### src/rtl/mdp_fp_pkg.sv
// Shared definitions for the MDP front-end fixed-to-half-precision encoders.
package mdp_fp_pkg;
  localparam int FP_W        = 16;
  localparam int MANT_W      = 10;
  localparam int FRAC_W      = MANT_W + 1;  // mantissa plus guard bit
  localparam int FP_EXP_BIAS = 15;

  localparam logic [FP_W-1:0] FP_QNAN = 16'h7E00;
  localparam logic [6:0]      DIVISOR = 7'd100;

  // One-hot controller states
  typedef enum logic [5:0] {
    S_IDLE = 6'b000001,
    S_LOAD = 6'b000010,
    S_NORM = 6'b000100,
    S_DIV  = 6'b001000,
    S_PACK = 6'b010000,
    S_DONE = 6'b100000
  } state_t;

  // Out-of-range BCD digits saturate to 9
  function automatic logic [3:0] clamp_bcd(input logic [3:0] d);
    return (d > 4'd9) ? 4'd9 : d;
  endfunction
endpackage

### src/rtl/fp_frac_divider.sv
// Restoring divider: fractional quotient of dividend/DIVISOR where the
// dividend lies in [DIVISOR, 2*DIVISOR). The integer quotient bit is always 1
// and is dropped; FRAC_W fraction bits are produced, one per step.
module fp_frac_divider
  import mdp_fp_pkg::*;
(
  input  logic              clk,
  input  logic              rst_n,
  input  logic              start,
  input  logic              step,
  input  logic [7:0]        dividend,
  output logic [FRAC_W-1:0] frac,
  output logic              sticky,
  output logic              last_step,
  output logic              done
);
  logic [6:0] rem;
  logic [3:0] cnt;
  logic [7:0] rem2;
  logic [7:0] rem_sub;
  logic       ge;
  logic [7:0] start_rem;

  assign rem2      = {rem, 1'b0};
  assign ge        = rem2 >= {1'b0, DIVISOR};
  assign rem_sub   = rem2 - {1'b0, DIVISOR};
  assign start_rem = dividend - {1'b0, DIVISOR};

  assign sticky    = rem != 7'd0;
  assign done      = cnt == 4'(FRAC_W);
  assign last_step = step && (cnt == 4'(FRAC_W - 1));

  // One quotient bit per step; start strips the implicit integer bit
  always_ff @(posedge clk or negedge rst_n) begin
    if (!rst_n) begin
      rem  <= '0;
      cnt  <= '0;
      frac <= '0;
    end else if (start) begin
      rem  <= start_rem[6:0];
      cnt  <= '0;
      frac <= '0;
    end else if (step && !done) begin
      frac <= {frac[FRAC_W-2:0], ge};
      rem  <= ge ? rem_sub[6:0] : rem2[6:0];
      cnt  <= cnt + 4'd1;
    end
  end
endmodule

### src/rtl/encode_fp.sv
// Encodes 0.D1D2 (two BCD digits) into an IEEE-754 half-precision word.
// Flow: LOAD builds N=10*D1+D2, NORM shifts N into [100,200) counting k,
// DIV divides by 100 for 10 mantissa bits + guard, PACK rounds to nearest even.
// Optional macro BCD_CHECK_EN: invalid digits flag Err and return qNaN;
// without it invalid digits clamp to 9 and Err is tied low.
module encode_fp
  import mdp_fp_pkg::*;
(
  input  logic            clk,
  input  logic            Reset_n,
  input  logic            Start,
  input  logic            Ack,
  input  logic [3:0]      Digit_1,
  input  logic [3:0]      Digit_2,
  output logic [FP_W-1:0] Fp_out,
  output logic            Done,
  output logic            Busy,
  output logic            Err
);
  state_t            state;
  logic [3:0]        d1, d2;
  logic [6:0]        nshift;
  logic [2:0]        k;
  logic              zero;
  logic [6:0]        n_load;
  logic [7:0]        nx2;
  logic              div_start, div_step;
  logic [FRAC_W-1:0] frac;
  logic              sticky, last_step, div_done;
  logic              round_up;
  logic [MANT_W:0]   mant_r;
  logic [4:0]        exp_r;
  logic [FP_W-1:0]   pack_word;

`ifdef BCD_CHECK_EN
  logic err_q;
  logic bad_digit;
  assign bad_digit = (d1 > 4'd9) || (d2 > 4'd9);
  assign Err       = err_q;
`else
  assign Err = 1'b0;
`endif

  assign n_load    = 7'(clamp_bcd(d1)) * 7'd10 + 7'(clamp_bcd(d2));
  assign nx2       = {nshift, 1'b0};
  // Final normalising shift hands the value straight to the divider
  assign div_start = (state == S_NORM) && (nx2 >= {1'b0, DIVISOR});
  assign div_step  = state == S_DIV;

  fp_frac_divider u_div (
    .clk       (clk),
    .rst_n     (Reset_n),
    .start     (div_start),
    .step      (div_step),
    .dividend  (nx2),
    .frac      (frac),
    .sticky    (sticky),
    .last_step (last_step),
    .done      (div_done)
  );

  // Round-to-nearest-even and exponent assembly; mantissa carry bumps exp
  always_comb begin
    round_up = frac[0] & (sticky | frac[1]);
    mant_r   = {1'b0, frac[FRAC_W-1:1]} + {{MANT_W{1'b0}}, round_up};
    exp_r    = 5'(FP_EXP_BIAS) - {2'b00, k};
    if (mant_r[MANT_W]) begin
      exp_r  = exp_r + 5'd1;
      mant_r = '0;
    end
    pack_word = {1'b0, exp_r, mant_r[MANT_W-1:0]};
    if (zero) pack_word = '0;
`ifdef BCD_CHECK_EN
    if (err_q) pack_word = FP_QNAN;
`endif
  end

  // Control FSM with registered handshake outputs
  always_ff @(posedge clk or negedge Reset_n) begin
    if (!Reset_n) begin
      state  <= S_IDLE;
      d1     <= '0;
      d2     <= '0;
      nshift <= '0;
      k      <= '0;
      zero   <= 1'b0;
      Fp_out <= '0;
      Done   <= 1'b0;
      Busy   <= 1'b0;
`ifdef BCD_CHECK_EN
      err_q  <= 1'b0;
`endif
    end else begin
      case (state)
        S_IDLE: if (Start) begin
          d1    <= Digit_1;
          d2    <= Digit_2;
          Busy  <= 1'b1;
          state <= S_LOAD;
        end
        S_LOAD: begin
          k    <= '0;
          zero <= 1'b0;
`ifdef BCD_CHECK_EN
          if (bad_digit) begin
            err_q <= 1'b1;
            state <= S_PACK;
          end else begin
`else
          begin
`endif
            nshift <= n_load;
            if (n_load == 7'd0) begin
              zero  <= 1'b1;
              state <= S_PACK;
            end else begin
              state <= S_NORM;
            end
          end
        end
        S_NORM: begin
          nshift <= nx2[6:0];
          k      <= k + 3'd1;
          if (div_start) state <= S_DIV;
        end
        S_DIV: if (last_step) state <= S_PACK;
        S_PACK: begin
          Fp_out <= pack_word;
          Done   <= 1'b1;
          state  <= S_DONE;
        end
        S_DONE: if (Ack) begin
          Done  <= 1'b0;
          Busy  <= 1'b0;
`ifdef BCD_CHECK_EN
          err_q <= 1'b0;
`endif
          state <= S_IDLE;
        end
        default: state <= S_IDLE;
      endcase
    end
  end
endmodule

### config.mk
export PLATFORM = sky130hd
export DESIGN_NAME = encode_fp
export DESIGN_NICKNAME = d
export VERILOG_FILES = /design/src/rtl/mdp_fp_pkg.sv /design/src/rtl/fp_frac_divider.sv /design/src/rtl/encode_fp.sv
export SDC_FILE = /design/constraint.sdc
export NUM_CORES = 1
export LEC_CHECK = 0
export ABC_AREA = 0
export CELL_PAD_IN_SITES_DETAIL_PLACEMENT = 0
export CELL_PAD_IN_SITES_GLOBAL_PLACEMENT = 1
export CORE_ASPECT_RATIO = 0.8
export CORE_MARGIN = 4
export CORE_UTILIZATION = 30
export CTS_BUF_LIST = sky130_fd_sc_hd__clkbuf_4 sky130_fd_sc_hd__clkbuf_8
export DETAILED_ROUTE_END_ITERATION = 16
export GPL_ROUTABILITY_DRIVEN = 1
export GPL_TIMING_DRIVEN = 0
export PLACE_DENSITY = 0.56
export SLEW_MARGIN = 0
export SYNTH_ARGS = -nofsm -noshare
export SYNTH_HDL_FRONTEND = slang
export SYNTH_SLANG_ARGS = --single-unit
### constraint.sdc
create_clock -name clk -period 2.65 [get_ports clk]
set_input_delay 0.3975 -clock clk [delete_from_list [all_inputs] [get_ports clk]]
set_output_delay 0.3975 -clock clk [all_outputs]
set_load 0.01 [all_outputs]
* Word level (Yosys, flattened, before mapping) *
Cells that the tools add are included.
Widths: inputs -> output; s select.

operators by class
  equal/unequal tests = 12
  magnitude comparators = 4
  add/sub/neg operators = 8
  bitwise operators = 2
  shift operators = 0
  mux-type cells = 25
  $mul = 1
  reductions and logical operators = 14
  divide/modulo/power cells = 0

operators with widths
  operator             count
  $pmux 6 s6           1
  $mux 6               4
  $mux 11              2
  $mux 7               3
  $ge 8x7->1 const B   2
  $mux 4               4
  $mux 15              1
  $pmux 7 s2           1
  $sub 7x7->7 const B  2
  $add 10x1->11        1
  $mux 10              1
  $mux 5               2
  $eq 4x4->1 const B   2
  $gt 4x4->1 const B   2
  $ne 2x2->1 const B   4
  $reduce_bool 2->1    4
  $add 7x4->7          1
  $logic_not 7->1      1
  $reduce_bool 7->1    1
  $eq 6x1->1 const B   1
  $eq 6x2->1 const B   1
  $eq 6x3->1 const B   1
  $eq 6x4->1 const B   1
  $eq 6x5->1 const B   1
  16 further kinds     22

storage, ports and cells
  memory bits (writable) = 0
  ROM bits = 0
  memories = 0
  output and inout port bits = 19
  logic and storage cells = 78
  bits in latches = 0
  register bits after elaboration = 65

* Depth between registers and ports, before layout *
Gate-level depths: netlist of run 1.

  depth after elaboration = 7
  depth in mapped cells = 11

* Cells and area by module *
Synthesis of run 1 repeated with hierarchy kept, for this count alone.

second synthesis, totals
  cells, all modules = 367
  area, all modules = 3535.9 sq um

by module, submodules not included
  module           area an instance (sq um)  cells an instance  sequential area each (sq um)  instances
  encode_fp        2311.0                    224                1052.3                        1
  fp_frac_divider  1224.9                    143                550.5                         1

* Worst setup path before layout of run 1 *
OpenSTA, ideal clock, no wires.

  path type = reg2reg
  start point = reg d1[1]
  end point = reg state[2]
  clock period less this slack = 2703 ps
  cell stages (with the launch flop) = 11
  slack = -53 ps
  arrival time = 2619 ps
  cells stage by stage = dfrtp_1 nor2b_2 ha_1 ha_1 fa_1 or3b_2 o2111ai_1 nor3_2 and4_1 and3_1 o22ai_1

on the way
  longest elaborated chain between the ends = 7

ends and longest elaborated chain
  what                    RTL line          source
  from (decl)             encode_fp.sv:21   logic [3:0] d1, d2;
  from (signal assigned)  encode_fp.sv:96   d1 <= Digit_1;
  $gt 4x4->1              mdp_fp_pkg.sv:23  return (d > 4'd9) ? 4'd9 : d;
  $mux 4 *                mdp_fp_pkg.sv:23
  $mul 4x3->6 *           encode_fp.sv:44   assign n_load = 7'(clamp_bcd(d1)) * 7'd10 + 7'(clamp_bcd(d2));
  $add 7x4->7 *           encode_fp.sv:44
  $logic_not 7->1 *       encode_fp.sv:113  if (n_load == 7'd0) begin
  $mux 5 *                encode_fp.sv:113
  $pmux 6 s6 *            encode_fp.sv:94   case (state)
  to (signal assigned)    encode_fp.sv:99   state <= S_LOAD;
  to (signal assigned)    encode_fp.sv:115  state <= S_PACK;
  to (signal assigned)    encode_fp.sv:117  state <= S_NORM;
  to (decl)               encode_fp.sv:20   state_t state;

Mark *: on every way between the ends. The rest lies on a longest branch, timed or not.
A chain may end at the register's enable or synchronous reset.

* Final worst setup path of run 1 *
  start point = reg d1[3]
  end point = reg state[2]

The elaborated chain is that of the path after synthesis.

==> flow_summary.json, run 1 <==
{
  "status": "complete, but fails checks",
  "violations": "negative setup slack",
  "min_path_type": "in -> async",
  "antenna_found_initial": 0,
  "rr_endpoint": "state[2]$_DFFE_PN0P_",
  "antenna_left": 0,
  "finalSetupTns_ns": -0.0133,
  "place.gp.congestion": 0.745,
  "rsz0062_at_grt": "true",
  "fp.dieW_um": 129,
  "start_util": 0.306,
  "fin_util": 0.375,
  "dr.pass1.iters": 4,
  "num_rows": 35,
  "yosysTopAreaCell": "dfrtp_1",
  "seq_area_um2": 1580,
  "dr_total_vias": 2697,
  "dr.first_iter.drc_count": 109,
  "synth.yosys.seq_area_share": 0.450,
  "dpl.cell_count": 538,
  "synthCells": 361,
  "startpoint_type": "flop",
  "layout-area-overhead-vs-synth_pct": 22.8,
  "cts_inserted_buffers": 9,
  "wire_per_inst_um": 13.6,
  "insertion_delay_ns": 0.35,
  "yosys-top-cells-area": "dfrtp_1 44%, nand2_1 6.0%, ha_1 5.4%",
  "final_cell_count_no_fill": 559,
  "clockRootBuffer": "clkbuf_8",
  "ys_ff_latch": 63,
  "critPathMaxFanout": 6,
  "htree_levels": 3,
  "synth_top_area_share": 0.443,
  "cp.arrival_ns": 2.94,
  "rrSetupSlack_ns": -0.01,
  "synthTopCellsByCount": "62 x dfrtp_1, 56 x nand2_1, 23 x nor2_1",
  "power.leakage_uw": 0.00181,
  "diodes": 0,
  "postSynthAreaPerCell_um2": 9.71,
  "port_buffers": 28,
  "syn-cell-area_um2": 3510,
  "postCtsHoldBufs": 0,
  "ir_worst_vdd_mv": 0.414,
  "ys_warn_count": 0,
  "setup_viol": 2,
  "tightestPinTransition_ns": 0.823,
  "cts_buffer_depth": 2,
  "cts_tree": "built",
  "hpwl_um": 5520,
  "synth_edf_count": 0,
  "io-pin-count": 31,
  "grt-ovfl-total": 0,
  "min_period_ns": 2.66,
  "clk_pin_slew_ns": 0.08,
  "grt_pass1_wl_um": 13200,
  "r2r_cells": 11,
  "dieArea_um2": 13500,
  "drv_slew": 0,
  "hold_violations": 0,
  "post-route-period-util": 1.00,
  "fillers": 1152,
  "wl_um": 7610,
  "grt_pass1_vias": 2526,
  "maxCapViolCount": 0,
  "fin_nets": 434,
  "synth_flop_cell": "dfrtp_1",
  "viasPerCell": 4.82,
  "drc": 0,
  "layout-drive-gt1-share": 0.163,
  "cp-end-kind": "flop",
  "synthArstFlopShare": 1.00,
  "worstPathRequired_ns": 2.92,
  "max_freq_ghz": 0.376,
  "multiInputGateArea_um2": 1870,
  "crit_type": "reg -> reg",
  "timing.final.ws_setup_ns": -0.0112,
  "reg2reg_from": "d1[3]$_DFFE_PN0P_",
  "fin_skew_ns": 0.0104,
  "synth.distinct_cells": 64,
  "yosysMostFrequentCell": "dfrtp_1",
  "grtUsageTotal": 0.121,
  "grt_max_degree": 64,
  "core_area_um2": 11500,
  "cts.sinks": 63,
  "die_h_um": 105,
  "power_density_nw_per_um2": 1130,
  "slew_headroom": 0.451
}
## how the worst max path moves through the flow
stage / from / end / slack, ns / cells past startpoint
after floorplan: d1[1]$_DFFE_PN0P_ / state[2]$_DFFE_PN0P_ / 0.02 / 10
after global placement: Reset_n / d1[2]$_DFFE_PN0P_ / -1.09 / 1
after detailed placement: d1[1]$_DFFE_PN0P_ / state[2]$_DFFE_PN0P_ / -0.18 / 10
after CTS: d1[1]$_DFFE_PN0P_ / state[2]$_DFFE_PN0P_ / -0.1 / 10
after global routing: d1[3]$_DFFE_PN0P_ / state[4]$_DFFE_PN0P_ / -0.14 / 11
final: d1[3]$_DFFE_PN0P_ / state[2]$_DFFE_PN0P_ / -0.01 / 11
## placed cells by master (no fill, tap or decap), types with 3 or more instances in the layout
cell type        count
a22oi_1              5
inv_1               12
dfrtp_1             61
clkbuf_1             6
o21ai_0             12
o21ai_1             15
nor3_1               5
xor2_1              10
a22o_1               6
a21oi_2              4
nand2b_1             3
nand2_1             56
clkdlybuf4s50_1     27
mux2_1               8
nand3_1             12
nor2_1              23
buf_4                9
buf_2                4
nand4_1              5
ha_1                12
o22ai_1              4
clkbuf_8             9
or3_1                3
a21oi_1             15
nor2b_1              4
nand3b_1             4
xnor2_1             12
## report_power, final
part           switching (uW)  leakage [uW]  internal, uW
registers                 303      0.000821          1250
clock network             394      0.000106           537
logic                    1270      0.000888          1110
## critical path, stage by stage (launching register included)
cell,delay [ns]
dfrtp_2,0.46
o21ai_1,0.09
nand2b_1,0.09
ha_2,0.21
ha_4,0.16
fa_2,0.58
or3b_4,0.39
o2111ai_2,0.10
nor3_4,0.06
and4_4,0.15
and3_1,0.17
o22ai_1,0.13
## stage by stage
stage          power [uW]  hold slack (ns)  setup WS (ns)  area [um^2]
2_1_floorplan        3150            0.102         0.0188         3520
3_3_place_gp         3710            0.464          -1.09         3990
3_5_place_dp         3730            0.475         -0.177         3980
4_1_cts              4780            0.169        -0.0976         4250
5_1_grt              5300            0.220         -0.144         4310
6_report             4870            0.148        -0.0112         4310
## state kept, by name (all words and copies together) (netlist names)
signal	count
Fp_out	15
u_div.frac	11
nshift	7
state	6
u_div.rem	6
d1	4
d2	4
u_div.cnt	4
k	3
Busy	1
Done	1
zero	1
## layout make-up
class | instances | share of cell area
repair buffers | 33 | 0.0732
plain buffers | 15 | 0.0203
clock buffers | 10 | 0.0305
well taps | 148 | 0.0430
inverters | 14 | 0.0122
clock inverters | 6 | 0.0198
multi-input cells | 270 | 0.434
flip-flops and latches | 63 | 0.367
## metal layers
metal  vias to the layer above  global-route usage  wire (um)
met4                         0              0.0427        116
met1                      1292               0.185       4050
li1                       1354                   -          -
met3                        10              0.0307        254
met2                        41               0.163       3180
met5                         -                   0          0
## logic make-up (layout without fill, tap and decap cells)
| logic type | after synthesis | count (layout) | synth area share |
|---|---|---|---|
| compound gates | 81 | 81 | 0.154 |
| fa+ha+maj | 16 | 16 | 0.0592 |
| mux | 9 | 9 | 0.0289 |
| buf+inv | 29 | 78 | 0.0400 |
| other cells | 1 | 2 | 0.00107 |
| simple gates | 139 | 139 | 0.209 |
| xor+xnor | 23 | 23 | 0.0575 |
| flops | 63 | 63 | 0.450 |
## timing repair
action                                  4_1_cts  5_1_grt
endpoints found under the setup margin        3        3
pin swaps                                     5        3
buffers inserted                              5        0
resized for setup                             6        8
cloned                                        0        0
No activity file was read; power rests on OpenSTA's default activity.
==> inputs of run 2 (changes only) <==
Settings changed: CORE_ASPECT_RATIO 0.8 to default, CTS_CLUSTER_DIAMETER from default to 120.
==> run 2 against run 1 <==
Final cell count is 0.89% lower. Critical endpoint unchanged. Sequential cell count unchanged. Worst hold slack worse by 0.00089 ns. Critical path type unchanged. Worst setup slack worse by 0.036 ns. Routed wire length decreased by 0.13%. Final area shrank 1.9%. Combinational power shrank 6%. The run still ends with negative setup slack left. Maximum frequency fell by 1.3%. Clock skew grew 0.0029 ns. Global-route usage rose by 0.14 points. Count of clock-buffer cells in the layout is 5 higher. Largest cell class unchanged.
==> flow_summary.json, run 2 (same netlist as run 1, synthesis figures left out) <==
{
  "status": "complete, but fails checks",
  "violations": "negative setup slack",
  "dpl.cell_count": 533,
  "layout-area-overhead-vs-synth_pct": 20.4,
  "top_regs": "Fp_out: 15 flops, u_div.frac: 11 flops, nshift: 7 flops",
  "io-pin-count": 31,
  "wire_per_inst_um": 13.7,
  "crit_type": "reg -> reg",
  "place.gp.congestion": 0.753,
  "die_h_um": 116,
  "hold_violations": 0,
  "start_util": 0.307,
  "startpoint_type": "flop",
  "final_cell_count_no_fill": 554,
  "port_buffers": 28,
  "power_density_nw_per_um2": 1090,
  "final_cell_mix": "61 x dfrtp_1, 56 x nand2_1, 27 x clkdlybuf4s50_1, 23 x nor2_1",
  "cts.sinks": 63,
  "cts_inserted_buffers": 9,
  "dr.first_iter.drc_count": 128,
  "cts_buffer_depth": 2,
  "setup_viol": 1,
  "layout-drive-gt1-share": 0.153,
  "drc": 0,
  "largest_register_ffs": 15,
  "dieArea_um2": 13500,
  "grt_pass1_vias": 2635,
  "fin_util": 0.370,
  "min_period_ns": 2.70,
  "tightestPinTransition_ns": 0.826,
  "timing.final.ws_setup_ns": -0.0467,
  "dr_total_vias": 2660,
  "clk_pin_slew_ns": 0.07,
  "slew_headroom": 0.449,
  "antenna_found_initial": 0,
  "cts_tree": "built",
  "diodes": 0,
  "ir_worst_vdd_mv": 0.740,
  "regMostFlops": "Fp_out",
  "num_rows": 39,
  "antenna_left": 0,
  "post-route-period-util": 1.02,
  "insertion_delay_ns": 0.35,
  "grt_max_degree": 64,
  "grtUsageTotal": 0.123,
  "postCtsHoldBufs": 0,
  "cp.arrival_ns": 2.96,
  "grt_pass1_wl_um": 12900,
  "dr.pass1.iters": 4,
  "clockRootBuffer": "clkbuf_8",
  "fillers": 1161,
  "final_common_cell": "dfrtp_1",
  "viasPerCell": 4.80,
  "fin_nets": 434,
  "htree_levels": 3,
  "grt-ovfl-total": 0,
  "worstPathRequired_ns": 2.91,
  "min_path_type": "in -> async",
  "cp-end-kind": "flop",
  "final_cell_area_um2": 4220,
  "core_area_um2": 11400,
  "wl_um": 7600,
  "drv_slew": 0,
  "fp.dieW_um": 116,
  "rsz0062_at_grt": "true",
  "critPathMaxFanout": 7,
  "maxCapViolCount": 0,
  "fin_skew_ns": 0.0133,
  "power.leakage_uw": 0.00180,
  "max_freq_ghz": 0.371,
  "placed_area_um2": 3980,
  "hpwl_um": 5480,
  "total_power_uw": 4600
}
-- run 2: layout make-up --
type / instances / area, um^2 / share of cell area
flip-flops and latches: 63 / 1580 / 0.374
inverters: 14 / 52.6 / 0.0124
well taps: 143 / 179 / 0.0424
multi-input cells: 270 / 1820 / 0.432
plain buffers: 15 / 87.6 / 0.0207
repair buffers: 33 / 315 / 0.0747
clock inverters: 1 / 5.00 / 0.00119
clock buffers: 15 / 181 / 0.0430
-- run 2: power breakdown --
part | internal (uW) | total [uW] | switching, uW | leakage (uW)
registers | 1250 | 1550 | 299 | 0.000821
clock network | 432 | 799 | 366 | 0.000101
logic | 1040 | 2250 | 1210 | 0.000880
total | 2720 | 4600 | 1880 | 0.00180
-- run 2: worst max-delay path: stages (launching register included) --
cell and delay (ns):
dfrtp_2 0.46, o21ai_1 0.11, nand2b_1 0.11, ha_2 0.20
ha_2 0.17, fa_2 0.56, or3b_4 0.38, o2111ai_2 0.08
nor3_2 0.08, and4_1 0.17, and3_1 0.17, o22ai_1 0.14
-- run 2: layer usage --
layer  share of wire  GRT usage  vias to the layer above
li1                -          -                     1355
met1            0.51      0.173                     1261
met2            0.44      0.178                       36
met3           0.031     0.0301                        8
met4           0.017     0.0572                        0
met5               0          0                        -
-- run 2: final timing paths --
kind | from | end | slack (ns) | cells after the start
worst max-delay path | d1[3]$_DFFE_PN0P_ | state[2]$_DFFE_PN0P_ | -0.05 | 11
worst min-delay path | Reset_n | Fp_out[4]$_DFFE_PN0P_ | 0.15 | 1
worst max register to register | d1[3]$_DFFE_PN0P_ | state[2]$_DFFE_PN0P_ | -0.05 | 11
worst min register to register | Fp_out[14]$_DFFE_PN0P_ | Fp_out[14]$_DFFE_PN0P_ | 0.48 | 2
max in group asynchronous | Reset_n | d1[3]$_DFFE_PN0P_ | 1.90 | 1
min in group clk | Fp_out[14]$_DFFE_PN0P_ | Fp_out[14]$_DFFE_PN0P_ | 0.48 | 2
-- run 2: stage by stage --
stage	hold WS, ns	worst slack (ns)	TNS [ns]
after CTS	0.177	-0.0421	-0.0833
after floorplan	0.102	0.0188	0
after global placement	0.467	-1.11	-69.07
after global routing	0.217	-0.217	-0.473
final	0.147	-0.0467	-0.0467
after detailed placement	0.470	-0.171	-0.367
-- run 2: timing repair --
item | in CTS | in global routing
pin swaps | 1 | 0
buffers inserted | 4 | 1
endpoints found under the hold margin | 0 | 0
resized for setup | 5 | 2
setup endpoints to repair | 3 | 3
==> inputs of run 3 (changes only) <==
Settings changed: CORE_UTILIZATION 30 to 42, PLACE_DENSITY 0.56 to 0.75, SETUP_SLACK_MARGIN from default to 0.05.
==> run 3 against run 2 <==
Final area fell by 0.95%. Sequential cell count did not move. Routed wire length decreased by 3.7%. Worst setup slack got worse by 0.053 ns. The run still ends with negative setup slack left. Register-to-register slack got worse by 0.05 ns. Critical path depth fell by 1. Non-clock buffer count up 2. Final cell count decreased by 6.5%.
==> flow_summary.json, run 3 (same netlist as run 1, synthesis figures left out) <==
{
  "timing.final.ws_setup_ns": -0.0993,
  "critical-path-slowest-cell": "fa_2",
  "fin_skew_ns": 0.0138,
  "core_area_um2": 8180,
  "dieArea_um2": 9870,
  "cp.arrival_ns": 3.01,
  "tightestPinTransition_ns": 0.802,
  "drc": 0,
  "drv_slew": 0,
  "post-route-period-util": 1.04,
  "dr.first_iter.drc_count": 108,
  "fillers": 810,
  "antenna_left": 0,
  "critPathMaxFanout": 7,
  "cts_buffer_depth": 2,
  "grt_pass1_vias": 2590,
  "viasPerCell": 5.24,
  "finalSetupTns_ns": -0.173,
  "slowest_delay_ns": 0.56,
  "r2r_cells": 10,
  "startpoint_type": "flop",
  "ir_worst_vdd_mv": 0.968,
  "fin_util": 0.511,
  "final_common_cell": "dfrtp_1",
  "dr_total_vias": 2716,
  "seq_area_um2": 1580,
  "port_buffers": 28,
  "largest_register_ffs": 15,
  "place.gp.congestion": 0.758,
  "antenna_found_initial": 0,
  "min_period_ns": 2.75,
  "hpwl_um": 5180,
  "cts.sinks": 63,
  "maxCapViolCount": 0,
  "wire_per_inst_um": 14.1,
  "power.leakage_uw": 0.00181,
  "violations": "negative setup slack",
  "diodes": 0,
  "crit_buf_inv": 1,
  "clockRootBuffer": "clkbuf_8",
  "hold_violations": 0,
  "fp.dieW_um": 99.4,
  "reg2reg_from": "d1[3]$_DFFE_PN0P_",
  "setup_viol": 2,
  "min_path_type": "in -> async",
  "wl_um": 7320,
  "fin_nets": 436,
  "max_freq_ghz": 0.364,
  "io-pin-count": 31,
  "cp_top_family": "adder cells",
  "power_density_nw_per_um2": 1130,
  "cts_tree": "built",
  "cts_inserted_buffers": 9,
  "grt_pass1_wl_um": 12700,
  "slew_headroom": 0.465,
  "final_cell_mix": "61 x dfrtp_1, 56 x nand2_1, 27 x clkdlybuf4s50_1, 23 x nor2_1, 16 x o21ai_1",
  "rr_endpoint": "state[2]$_DFFE_PN0P_",
  "dr.pass1.iters": 4,
  "grt-ovfl-total": 0,
  "total_power_uw": 4730,
  "cp-end-kind": "flop",
  "postCtsHoldBufs": 0,
  "top_regs": "Fp_out: 15 flops, u_div.frac: 11 flops, nshift: 7 flops",
  "regMostFlops": "Fp_out",
  "num_rows": 33,
  "status": "complete, but fails checks",
  "htree_levels": 3,
  "clk_pin_slew_ns": 0.08,
  "start_util": 0.429,
  "layout-area-overhead-vs-synth_pct": 19.3,
  "worstPathRequired_ns": 2.91,
  "cp_cell_sequence": "clkbuf_1 -> ha_1 -> ha_2 -> fa_2 -> or3b_4 -> o2111ai_2 -> nor3_2 -> and4_1 -> and3_1 -> o22ai_1",
  "rrSetupSlack_ns": -0.1,
  "crit_type": "reg -> reg",
  "die_h_um": 99.4,
  "grt_max_degree": 64,
  "rsz0062_at_grt": "true",
  "post-place-ws_ns": -0.144,
  "insertion_delay_ns": 0.34,
  "grtUsageTotal": 0.158,
  "multiInputGateArea_um2": 1810,
  "layout-drive-gt1-share": 0.153
}
-- run 3: where the power goes --
group | internal (uW) | total, uW | switching (uW)
registers | 1250 | 1540 | 297
logic | 1120 | 2350 | 1230
clock network | 442 | 832 | 391
-- run 3: repair_timing --
item,CTS,global route
cloned,0,0
gates resized for setup,2,3
endpoints found under the setup margin,3,4
buffers inserted,5,2
pin swaps,1,3
-- run 3: metal layers --
layer  track usage  share of wire  vias up
li1              -              -     1357
met1         0.222           0.49     1310
met2         0.243           0.46       42
met3        0.0365          0.038        7
met4        0.0504         0.0098        0
met5             0              0        -
-- run 3: worst max path at each step --
| stage | startpoint | endpoint | slack (ns) | cells past startpoint |
|---|---|---|---|---|
| after global placement | Reset_n | d1[0]$_DFFE_PN0P_ | -0.95 | 1 |
| final | d1[3]$_DFFE_PN0P_ | state[2]$_DFFE_PN0P_ | -0.1 | 10 |
| after floorplan | d1[3]$_DFFE_PN0P_ | state[2]$_DFFE_PN0P_ | 0.03 | 10 |
| after detailed placement | d1[3]$_DFFE_PN0P_ | state[2]$_DFFE_PN0P_ | -0.14 | 10 |
| after global routing | d1[3]$_DFFE_PN0P_ | state[4]$_DFFE_PN0P_ | -0.24 | 10 |
| after CTS | d1[3]$_DFFE_PN0P_ | state[4]$_DFFE_PN0P_ | -0.03 | 10 |
-- run 3: area by class of cell --
type	count	share of cell area
multi-input combinational	270	0.432
sequential	63	0.378
timing repair buffer	35	0.0790
clock buffer	10	0.0314
tap	105	0.0314
buffer	15	0.0209
clock inverter	6	0.0147
inverter	14	0.0126
-- run 3: metrics by stage --
stage / hold WS (ns) / instance area (um^2) / instances
3_3_place_gp: 0.460 / 3930 / 495
6_report: 0.138 / 4180 / 518
5_1_grt: 0.208 / 4180 / 518
2_1_floorplan: 0.102 / 3520 / 362
4_1_cts: 0.175 / 4160 / 516
3_5_place_dp: 0.465 / 3930 / 495
